--- src/rtl/int_issue_pipe_if.sv ---
// ============================================================================
// int_issue_pipe_if
//   Valid/ready payload channel used on both sides of int_issue_pipe.
//
//   Signals:
//     data   payload (DATA_WIDTH bits), driven by the producer
//     valid  payload valid, driven by the producer
//     ready  consumer can accept this cycle, driven by the consumer
//
//   Modports:
//     master  producer side (drives data/valid, samples ready)
//     slave   consumer side (samples data/valid, drives ready)
// ============================================================================
interface int_issue_pipe_if #(
    parameter int unsigned DATA_WIDTH = 32
);
    logic [DATA_WIDTH-1:0] data;
    logic                  valid;
    logic                  ready;

    modport master (
        output data,
        output valid,
        input  ready
    );

    modport slave (
        input  data,
        input  valid,
        output ready
    );
endinterface

--- src/rtl/int_issue_pipe.sv ---
// ============================================================================
// int_issue_pipe
//   Registered issue stage between the integer issue queue dequeue port and
//   the integer execution unit. Holds the selected instruction in a main
//   register M (optionally backed by a skid register S) and kills held or
//   incoming instructions younger than a redirect's ROB id.
//
//   Build option:
//     INT_ISSUE_SKID_EN  defined   -> M + S, registered isq_deq.ready,
//                                     occupancy 0..2
//                        undefined -> M only, isq_deq.ready passes exu
//                                     backpressure through, occupancy 0..1
//
//   Ports:
//     clock        single clock
//     reset_n      asynchronous active-low reset
//     isq_deq      slave channel from the issue queue (data/valid in, ready out)
//     exu          master channel to the execution unit (data/valid out, ready in)
//     flush_valid  redirect this cycle
//     flush_robid  ROB id of the redirecting instruction (it survives)
//     occupancy    number of held entries
//
//   The ROB id lives at data[ROBID_LSB +: INSTR_ID_WIDTH+1]; its MSB is the
//   wrap bit.
// ============================================================================
module int_issue_pipe #(
    parameter int unsigned ISQ_DATA_WIDTH = 32,
    parameter int unsigned DATA_WIDTH     = ISQ_DATA_WIDTH,
    parameter int unsigned INSTR_ID_WIDTH = 5,
    parameter int unsigned ROBID_LSB      = 0
) (
    input  logic                    clock,
    input  logic                    reset_n,
    int_issue_pipe_if.slave         isq_deq,
    int_issue_pipe_if.master        exu,
    input  logic                    flush_valid,
    input  logic [INSTR_ID_WIDTH:0] flush_robid,
    output logic [1:0]              occupancy
);

    localparam int unsigned ID_W = INSTR_ID_WIDTH + 1;

    typedef logic [ID_W-1:0]       robid_t;
    typedef logic [DATA_WIDTH-1:0] data_t;

`ifdef INT_ISSUE_SKID_EN
    typedef enum logic [1:0] {
        EMPTY = 2'd0,
        ONE   = 2'd1,
        FULL  = 2'd2
    } occ_e;
`else
    typedef enum logic [1:0] {
        EMPTY = 2'd0,
        ONE   = 2'd1
    } occ_e;
`endif

    // Age compare across the wrap bit: with matching wrap bits the larger
    // index is younger; with differing wrap bits the smaller index is.
    function automatic logic is_younger(input robid_t e, input robid_t f);
        if (e[ID_W-1] == f[ID_W-1]) begin
            return e[ID_W-2:0] > f[ID_W-2:0];
        end
        return e[ID_W-2:0] < f[ID_W-2:0];
    endfunction

    function automatic robid_t robid_of(input data_t d);
        return d[ROBID_LSB +: ID_W];
    endfunction

    // ------------------------------------------------------------------
    // State
    // ------------------------------------------------------------------
    logic  m_valid_q, m_valid_d;
    data_t m_data_q,  m_data_d;
    occ_e  state_q,   state_d;

`ifdef INT_ISSUE_SKID_EN
    logic  s_valid_q, s_valid_d;
    data_t s_data_q,  s_data_d;
    logic  ready_q,   ready_d;
`endif

    logic isq_ready;
    logic enq_fire;
    logic enq_ok;
    logic deq_fire;
    logic m_keep;
    logic s_keep;

`ifdef INT_ISSUE_SKID_EN
    // Pure flop output: the issue queue never sees exu backpressure
    // combinationally.
    assign isq_ready = ready_q;
`else
    assign isq_ready = !m_valid_q || exu.ready;
`endif

    assign isq_deq.ready = isq_ready;
    assign exu.valid     = m_valid_q;
    assign exu.data      = m_data_q;
    assign occupancy     = state_q;

    // ------------------------------------------------------------------
    // Next state
    //   Survivors are compacted in age order: M (if it stays), then S,
    //   then the incoming beat. This covers every occupancy transition
    //   plus flush kills and S->M promotion in one rule. The enqueue
    //   cannot coincide with a surviving S because ready is low while S
    //   is valid, so at most two survivors exist.
    // ------------------------------------------------------------------
    always_comb begin
        enq_fire = isq_deq.valid && isq_ready;
        enq_ok   = enq_fire &&
                   !(flush_valid && is_younger(robid_of(isq_deq.data), flush_robid));
        deq_fire = m_valid_q && exu.ready;

        // A dequeuing M leaves regardless of the flush, so it is counted once.
        m_keep   = m_valid_q && !deq_fire &&
                   !(flush_valid && is_younger(robid_of(m_data_q), flush_robid));
`ifdef INT_ISSUE_SKID_EN
        s_keep   = s_valid_q &&
                   !(flush_valid && is_younger(robid_of(s_data_q), flush_robid));
`else
        s_keep   = 1'b0;
`endif

        m_valid_d = 1'b0;
        m_data_d  = m_data_q;
        if (m_keep) begin
            m_valid_d = 1'b1;
`ifdef INT_ISSUE_SKID_EN
        end else if (s_keep) begin
            m_valid_d = 1'b1;
            m_data_d  = s_data_q;
`endif
        end else if (enq_ok) begin
            m_valid_d = 1'b1;
            m_data_d  = isq_deq.data;
        end

`ifdef INT_ISSUE_SKID_EN
        s_valid_d = 1'b0;
        s_data_d  = s_data_q;
        if (m_keep && s_keep) begin
            s_valid_d = 1'b1;
        end else if ((m_keep || s_keep) && enq_ok) begin
            s_valid_d = 1'b1;
            s_data_d  = isq_deq.data;
        end
        ready_d = !s_valid_d;

        if (s_valid_d) begin
            state_d = FULL;
        end else if (m_valid_d) begin
            state_d = ONE;
        end else begin
            state_d = EMPTY;
        end
`else
        state_d = m_valid_d ? ONE : EMPTY;
`endif
    end

    // ------------------------------------------------------------------
    // Registers
    // ------------------------------------------------------------------
    always_ff @(posedge clock or negedge reset_n) begin
        if (!reset_n) begin
            m_valid_q <= 1'b0;
            m_data_q  <= '0;
            state_q   <= EMPTY;
`ifdef INT_ISSUE_SKID_EN
            s_valid_q <= 1'b0;
            s_data_q  <= '0;
            ready_q   <= 1'b1;
`endif
        end else begin
            m_valid_q <= m_valid_d;
            m_data_q  <= m_data_d;
            state_q   <= state_d;
`ifdef INT_ISSUE_SKID_EN
            s_valid_q <= s_valid_d;
            s_data_q  <= s_data_d;
            ready_q   <= ready_d;
`endif
        end
    end

endmodule

--- src/flat_wrapper.sv ---
// flat-port wrapper written by rule: the top's interface ports become plain ports
module int_issue_pipe_flat 
#(
    parameter int unsigned ISQ_DATA_WIDTH = 32,
    parameter int unsigned DATA_WIDTH     = ISQ_DATA_WIDTH,
    parameter int unsigned INSTR_ID_WIDTH = 5,
    parameter int unsigned ROBID_LSB      = 0
)
  (clock, reset_n, flush_valid, flush_robid, occupancy, isq_deq_data, isq_deq_valid, isq_deq_ready, exu_data, exu_valid, exu_ready);
  int_issue_pipe_if #(.DATA_WIDTH(DATA_WIDTH)) isq_deq_i ();
  int_issue_pipe_if #(.DATA_WIDTH(DATA_WIDTH)) exu_i ();
  input  logic clock;
  input  logic reset_n;
  input  logic flush_valid;
  input  logic [INSTR_ID_WIDTH:0] flush_robid;
  output logic [1:0] occupancy;
  input wire logic [$bits(isq_deq_i.data)-1:0] isq_deq_data;
  input wire logic [$bits(isq_deq_i.valid)-1:0] isq_deq_valid;
  output wire logic [$bits(isq_deq_i.ready)-1:0] isq_deq_ready;
  output wire logic [$bits(exu_i.data)-1:0] exu_data;
  output wire logic [$bits(exu_i.valid)-1:0] exu_valid;
  input wire logic [$bits(exu_i.ready)-1:0] exu_ready;
  assign isq_deq_i.data = isq_deq_data;
  assign isq_deq_i.valid = isq_deq_valid;
  assign isq_deq_ready = isq_deq_i.ready;
  assign exu_data = exu_i.data;
  assign exu_valid = exu_i.valid;
  assign exu_i.ready = exu_ready;
  int_issue_pipe #(.ISQ_DATA_WIDTH(ISQ_DATA_WIDTH), .DATA_WIDTH(DATA_WIDTH), .INSTR_ID_WIDTH(INSTR_ID_WIDTH), .ROBID_LSB(ROBID_LSB)) u_core (.clock(clock), .reset_n(reset_n), .isq_deq(isq_deq_i), .exu(exu_i), .flush_valid(flush_valid), .flush_robid(flush_robid), .occupancy(occupancy));
endmodule
--- config.mk ---
export PLATFORM = sky130hd
export DESIGN_NAME = int_issue_pipe_flat
export DESIGN_NICKNAME = d
export VERILOG_FILES = /design/src/rtl/int_issue_pipe_if.sv /design/src/rtl/int_issue_pipe.sv /design/src/flat_wrapper.sv
export SDC_FILE = /design/constraint.sdc
export NUM_CORES = 1
export LEC_CHECK = 0
export ABC_AREA = 1
export BUFFER_PORTS_ARGS = -buffer_cell sky130_fd_sc_hd__buf_2
export CORE_MARGIN = 2
export CORE_UTILIZATION = 46
export CTS_CLUSTER_DIAMETER = 120
export DETAILED_ROUTE_END_ITERATION = 6
export GPL_TIMING_DRIVEN = 0
export PLACE_DENSITY_LB_ADDON = 0.08
export SLEW_MARGIN = 20
export SYNTH_ARGS = -nofsm -noshare
export SYNTH_HDL_FRONTEND = slang
export SYNTH_SLANG_ARGS = --single-unit
--- constraint.sdc ---
create_clock -name clock -period 1.6 [get_ports clock]
set_clock_uncertainty 0.05 [all_clocks]
set_input_delay 0.16 -clock clock [delete_from_list [all_inputs] [get_ports clock]]
set_output_delay 0.16 -clock clock [all_outputs]
set_load 0.01 [all_outputs]
==> impl_metrics.prom <==
# TYPE chip_impl_metric gauge
chip_impl_info{name="outcome",value="complete, no violations"} 1
chip_impl_info{name="timing.critical_path.to_type",value="register"} 1
chip_impl_metric{name="leakage_power_total",unit="nW"} 1.357
chip_impl_metric{name="intPower",unit="mW"} 1.531
chip_impl_info{name="cts_root_buffer",value="clkbuf_4"} 1
chip_impl_metric{name="p_per_area",unit="nW/um2"} 1059
chip_impl_metric{name="clock_power_share",unit=""} 0.172
chip_impl_metric{name="holdBufCountCts",unit=""} 6
chip_impl_metric{name="design.final.nets",unit=""} 346
chip_impl_info{name="critPathSlowestCell",value="dfrtp_1"} 1
chip_impl_metric{name="hold_violations",unit=""} 0
chip_impl_metric{name="gp_congestion",unit=""} 0.7658
chip_impl_info{name="worstHoldPathType",value="primary input to register"} 1
chip_impl_metric{name="timing.final.crit_period",unit="ns"} 1.431
chip_impl_metric{name="post_drt_wl_per_cell",unit="um"} 11.42
chip_impl_metric{name="worst_setup_hold_path_clk_slew",unit="ns"} 0.10
chip_impl_metric{name="area.growth.synth_to_final",unit="%"} 32.44
chip_impl_metric{name="drtAntennaViolNets",unit=""} 0
chip_impl_metric{name="hold_depth",unit=""} 3
chip_impl_metric{name="syn-mean-instance-area",unit="um2"} 8.284
chip_impl_metric{name="layout_cell_area_excl_fill",unit="um2"} 2227
chip_impl_info{name="worstSetupPathType",value="register to register"} 1
chip_impl_metric{name="remaining_global_route_overflow",unit=""} 0
chip_impl_metric{name="worst_path_largest_cell_delay",unit="ns"} 0.41
chip_impl_metric{name="global_route_usage_over_all_layers",unit=""} 0.2121
chip_impl_metric{name="die_x",unit="um"} 64.46
chip_impl_metric{name="dr.first_iter.drc_count",unit=""} 60
chip_impl_metric{name="pwr-share-seq",unit=""} 0.476
chip_impl_metric{name="period_share",unit=""} 0.8941
chip_impl_metric{name="number_of_global_route_vias_before_repair",unit=""} 1568
chip_impl_metric{name="worst_pin_slew",unit="ns"} 0.7219
chip_impl_info{name="setup.worst_path.start_class",value="register"} 1
chip_impl_info{name="rsz0062_at_grt",value="false"} 1
chip_impl_metric{name="hpwl_after_detailed_placement",unit="mm"} 2.811
chip_impl_info{name="worst_hold_startpoint",value="isq_deq_data[10]"} 1
chip_impl_metric{name="p_sw_frac",unit=""} 0.3512
chip_impl_info{name="rr_startpoint",value="u_core.exu.data[4]$_DFFE_PN0P_"} 1
chip_impl_metric{name="post_route_cells_drive_above_1_share",unit=""} 0.3322
chip_impl_metric{name="via_cell_ratio",unit=""} 4.811
chip_impl_metric{name="worst_ir_drop_vdd",unit="mV"} 0.4780
chip_impl_metric{name="routed_wl",unit="mm"} 3.861
chip_impl_metric{name="setup_viol_count_final",unit=""} 0
chip_impl_info{name="holdPathEnd",value="u_core.exu.data[10]$_DFFE_PN0P_"} 1
chip_impl_metric{name="drt_drc_violations_left",unit=""} 0
chip_impl_metric{name="yosys_warnings",unit=""} 0
chip_impl_info{name="mostFrequentLayoutCell",value="nand2_1"} 1
chip_impl_metric{name="drt_first_pass_iters",unit=""} 4
chip_impl_info{name="mostFrequentLayoutCells",value="nand2_1, buf_2, nand3_1"} 1
chip_impl_metric{name="p_comb_frac",unit=""} 0.352
chip_impl_metric{name="seq_area_frac_synth",unit=""} 0.4911
chip_impl_metric{name="max_clock_freq",unit="MHz"} 699.1
chip_impl_metric{name="worstPathArrival",unit="ns"} 1.60
chip_impl_metric{name="first_pass_grt_wire_length",unit="mm"} 6.886
chip_impl_metric{name="design.die.area",unit="um2"} 4155
chip_impl_metric{name="buffers_inserted_by_post_cts_timing_repair",unit=""} 0
chip_impl_metric{name="crit_required",unit="ns"} 1.77
chip_impl_info{name="cpMostUsedCell",value="nand2_1"} 1
chip_impl_metric{name="worstRegToRegCells",unit=""} 7
chip_impl_metric{name="synth_fp_nets",unit=""} 256
chip_impl_metric{name="cts_inserted_buffers",unit=""} 5
chip_impl_metric{name="regToRegSetupSlack",unit="ns"} 0.17
chip_impl_metric{name="ctsHtreeMaxLevel",unit=""} 2
chip_impl_metric{name="syn-cell-area",unit="um2"} 1682
chip_impl_metric{name="clkLatencyLatePin",unit="ns"} 0.33
chip_impl_metric{name="port_buffers",unit=""} 77
chip_impl_metric{name="final_critical_path_setup_slack",unit="ns"} 0.1695
chip_impl_metric{name="total_switching_power",unit="uW"} 828.6
chip_impl_metric{name="grt_max_degree",unit=""} 34
chip_impl_info{name="reg2reg_end",value="u_core.occupancy[0]$_DFF_PN0_"} 1
chip_impl_metric{name="floorplan.core_area",unit="um2"} 3416
chip_impl_metric{name="antenna_violations_before_repair",unit=""} 0
chip_impl_metric{name="synth_seq_cells",unit=""} 33
chip_impl_metric{name="dr_total_vias",unit=""} 1626
chip_impl_metric{name="dpl_worst_slack",unit="ns"} -0.05129
chip_impl_metric{name="antenna_cells_inserted",unit=""} 0
chip_impl_metric{name="post_synthesis_cell_count",unit=""} 203
chip_impl_metric{name="placement.cell_area",unit="um2"} 2125
chip_impl_info{name="crit_path_cell_trace",value="ha_1 > a21oi_1 > nand3_1 > nand2_1 > nand3_1 > nand2_1 > nand2_1"} 1
chip_impl_metric{name="cts_buffer_depth",unit=""} 2
chip_impl_metric{name="row_count",unit=""} 21
chip_impl_metric{name="synth_cell_types",unit=""} 16
chip_impl_metric{name="slew_viol_final",unit=""} 0
chip_impl_metric{name="max_cap_violations",unit=""} 0
chip_impl_metric{name="worst_slew_margin_rel",unit=""} 0.5187
chip_impl_metric{name="die_h",unit="um"} 64.46
chip_impl_metric{name="floorplan.initialDensity",unit=""} 0.4923
chip_impl_metric{name="postCtsResizedCells",unit=""} 0
chip_impl_metric{name="design.portCount",unit=""} 79
chip_impl_metric{name="biggest_fanout_along_the_worst_timing_path",unit=""} 3
chip_impl_info{name="tritoncts",value="yes"} 1
chip_impl_metric{name="cts.sink_count",unit=""} 33
## final cells by class
type	instances	area, um2
inverters	17	63.81
repair buffers	83	445.4
clock inverters	1	5.005
multi-input cells	142	705.7
plain buffers	11	86.33
fillers	325	1189
flip-flops and latches	33	825.8
clock buffers	5	37.54
well taps	46	57.56
## worst max-delay path: cells and delay by family (launching register included)
kind,cells,cell delay [ns]
AND/OR/NAND/NOR,5,0.34
adder cells (fa/ha/maj),1,0.31
AO/OA/AOI/OAI,1,0.22
flip-flops,1,0.41
## through the flow
step	hold slack, ns	setup TNS, ns	utilization	power [mW]	instances
6_report	0.01121	0	0.6520	2.359	338
5_1_grt	0.01038	0	0.6520	2.563	338
4_1_cts	0.001222	0	0.6520	2.386	338
3_5_place_dp	0.2029	-1.067	0.6220	1.962	326
3_3_place_gp	0.2060	-0.7360	0.6220	1.944	326
2_1_floorplan	-0.1856	0	-	1.609	203
## state kept, by name, summed over array words and instances, names as in the netlist
register / count
u_core.occupancy: 1
u_core.exu.data: 32
## layer usage
| layer | up-vias | wire [um] | track usage |
|---|---|---|---|
| li1 | 820 | - | - |
| met1 | 742 | 1802 | 0.2839 |
| met2 | 58 | 1749 | 0.3464 |
| met3 | 6 | 267 | 0.05208 |
| met4 | 0 | 42 | 0.05585 |
| met5 | - | 0 | 0 |
## how the worst max path moves through the flow
stage	startpoint	to	depth (start not counted)
floorplan	flush_robid[4]	u_core.exu.data[5]$_DFFE_PN0P_	12
global placement	flush_robid[4]	u_core.exu.data[4]$_DFFE_PN0P_	13
detailed placement	flush_robid[4]	u_core.exu.data[4]$_DFFE_PN0P_	13
CTS	u_core.exu.data[4]$_DFFE_PN0P_	u_core.occupancy[0]$_DFF_PN0_	7
global route	u_core.exu.data[4]$_DFFE_PN0P_	u_core.occupancy[0]$_DFF_PN0_	7
finish	u_core.exu.data[4]$_DFFE_PN0P_	u_core.occupancy[0]$_DFF_PN0_	7
## logic make-up (layout without fill, tap and decap cells)
logic type	after synthesis	count (layout)	synth area share
adder cells (fa/ha/maj)	10	10	0.07440
AO/OA/AOI/OAI	2	2	0.005953
buffers and inverters	28	117	0.08928
flip-flops	33	33	0.4911
other	1	1	0.002230
AND/OR/NAND/NOR	128	128	0.3318
XOR/XNOR	1	1	0.005209
## power groups by stage
stage	Sequential (mW)	Combinational [mW]	Clock [mW]
2_1_floorplan	1.23	0.383	0
3_3_place_gp	1.13	0.811	0
3_5_place_dp	1.13	0.827	0
4_1_cts	1.12	0.840	0.425
5_1_grt	1.15	0.954	0.461
6_report	1.12	0.831	0.405
## Yosys cell counts
master    n  area share
a21oi_1   2      0.0060
buf_2     3      0.0089
buf_4     5       0.022
buf_6     3       0.020
conb_1    1      0.0022
dfrtp_1  33        0.49
ha_1     10       0.074
inv_1    17       0.038
nand2_1  85        0.19
nand2_4   1      0.0067
nand3_1  35        0.10
nand3_4   1       0.010
nand4_1   4       0.015
nor2_1    1      0.0022
nor2_2    1      0.0037
xnor2_1   1      0.0052
Power figures use the tool's default switching activity.
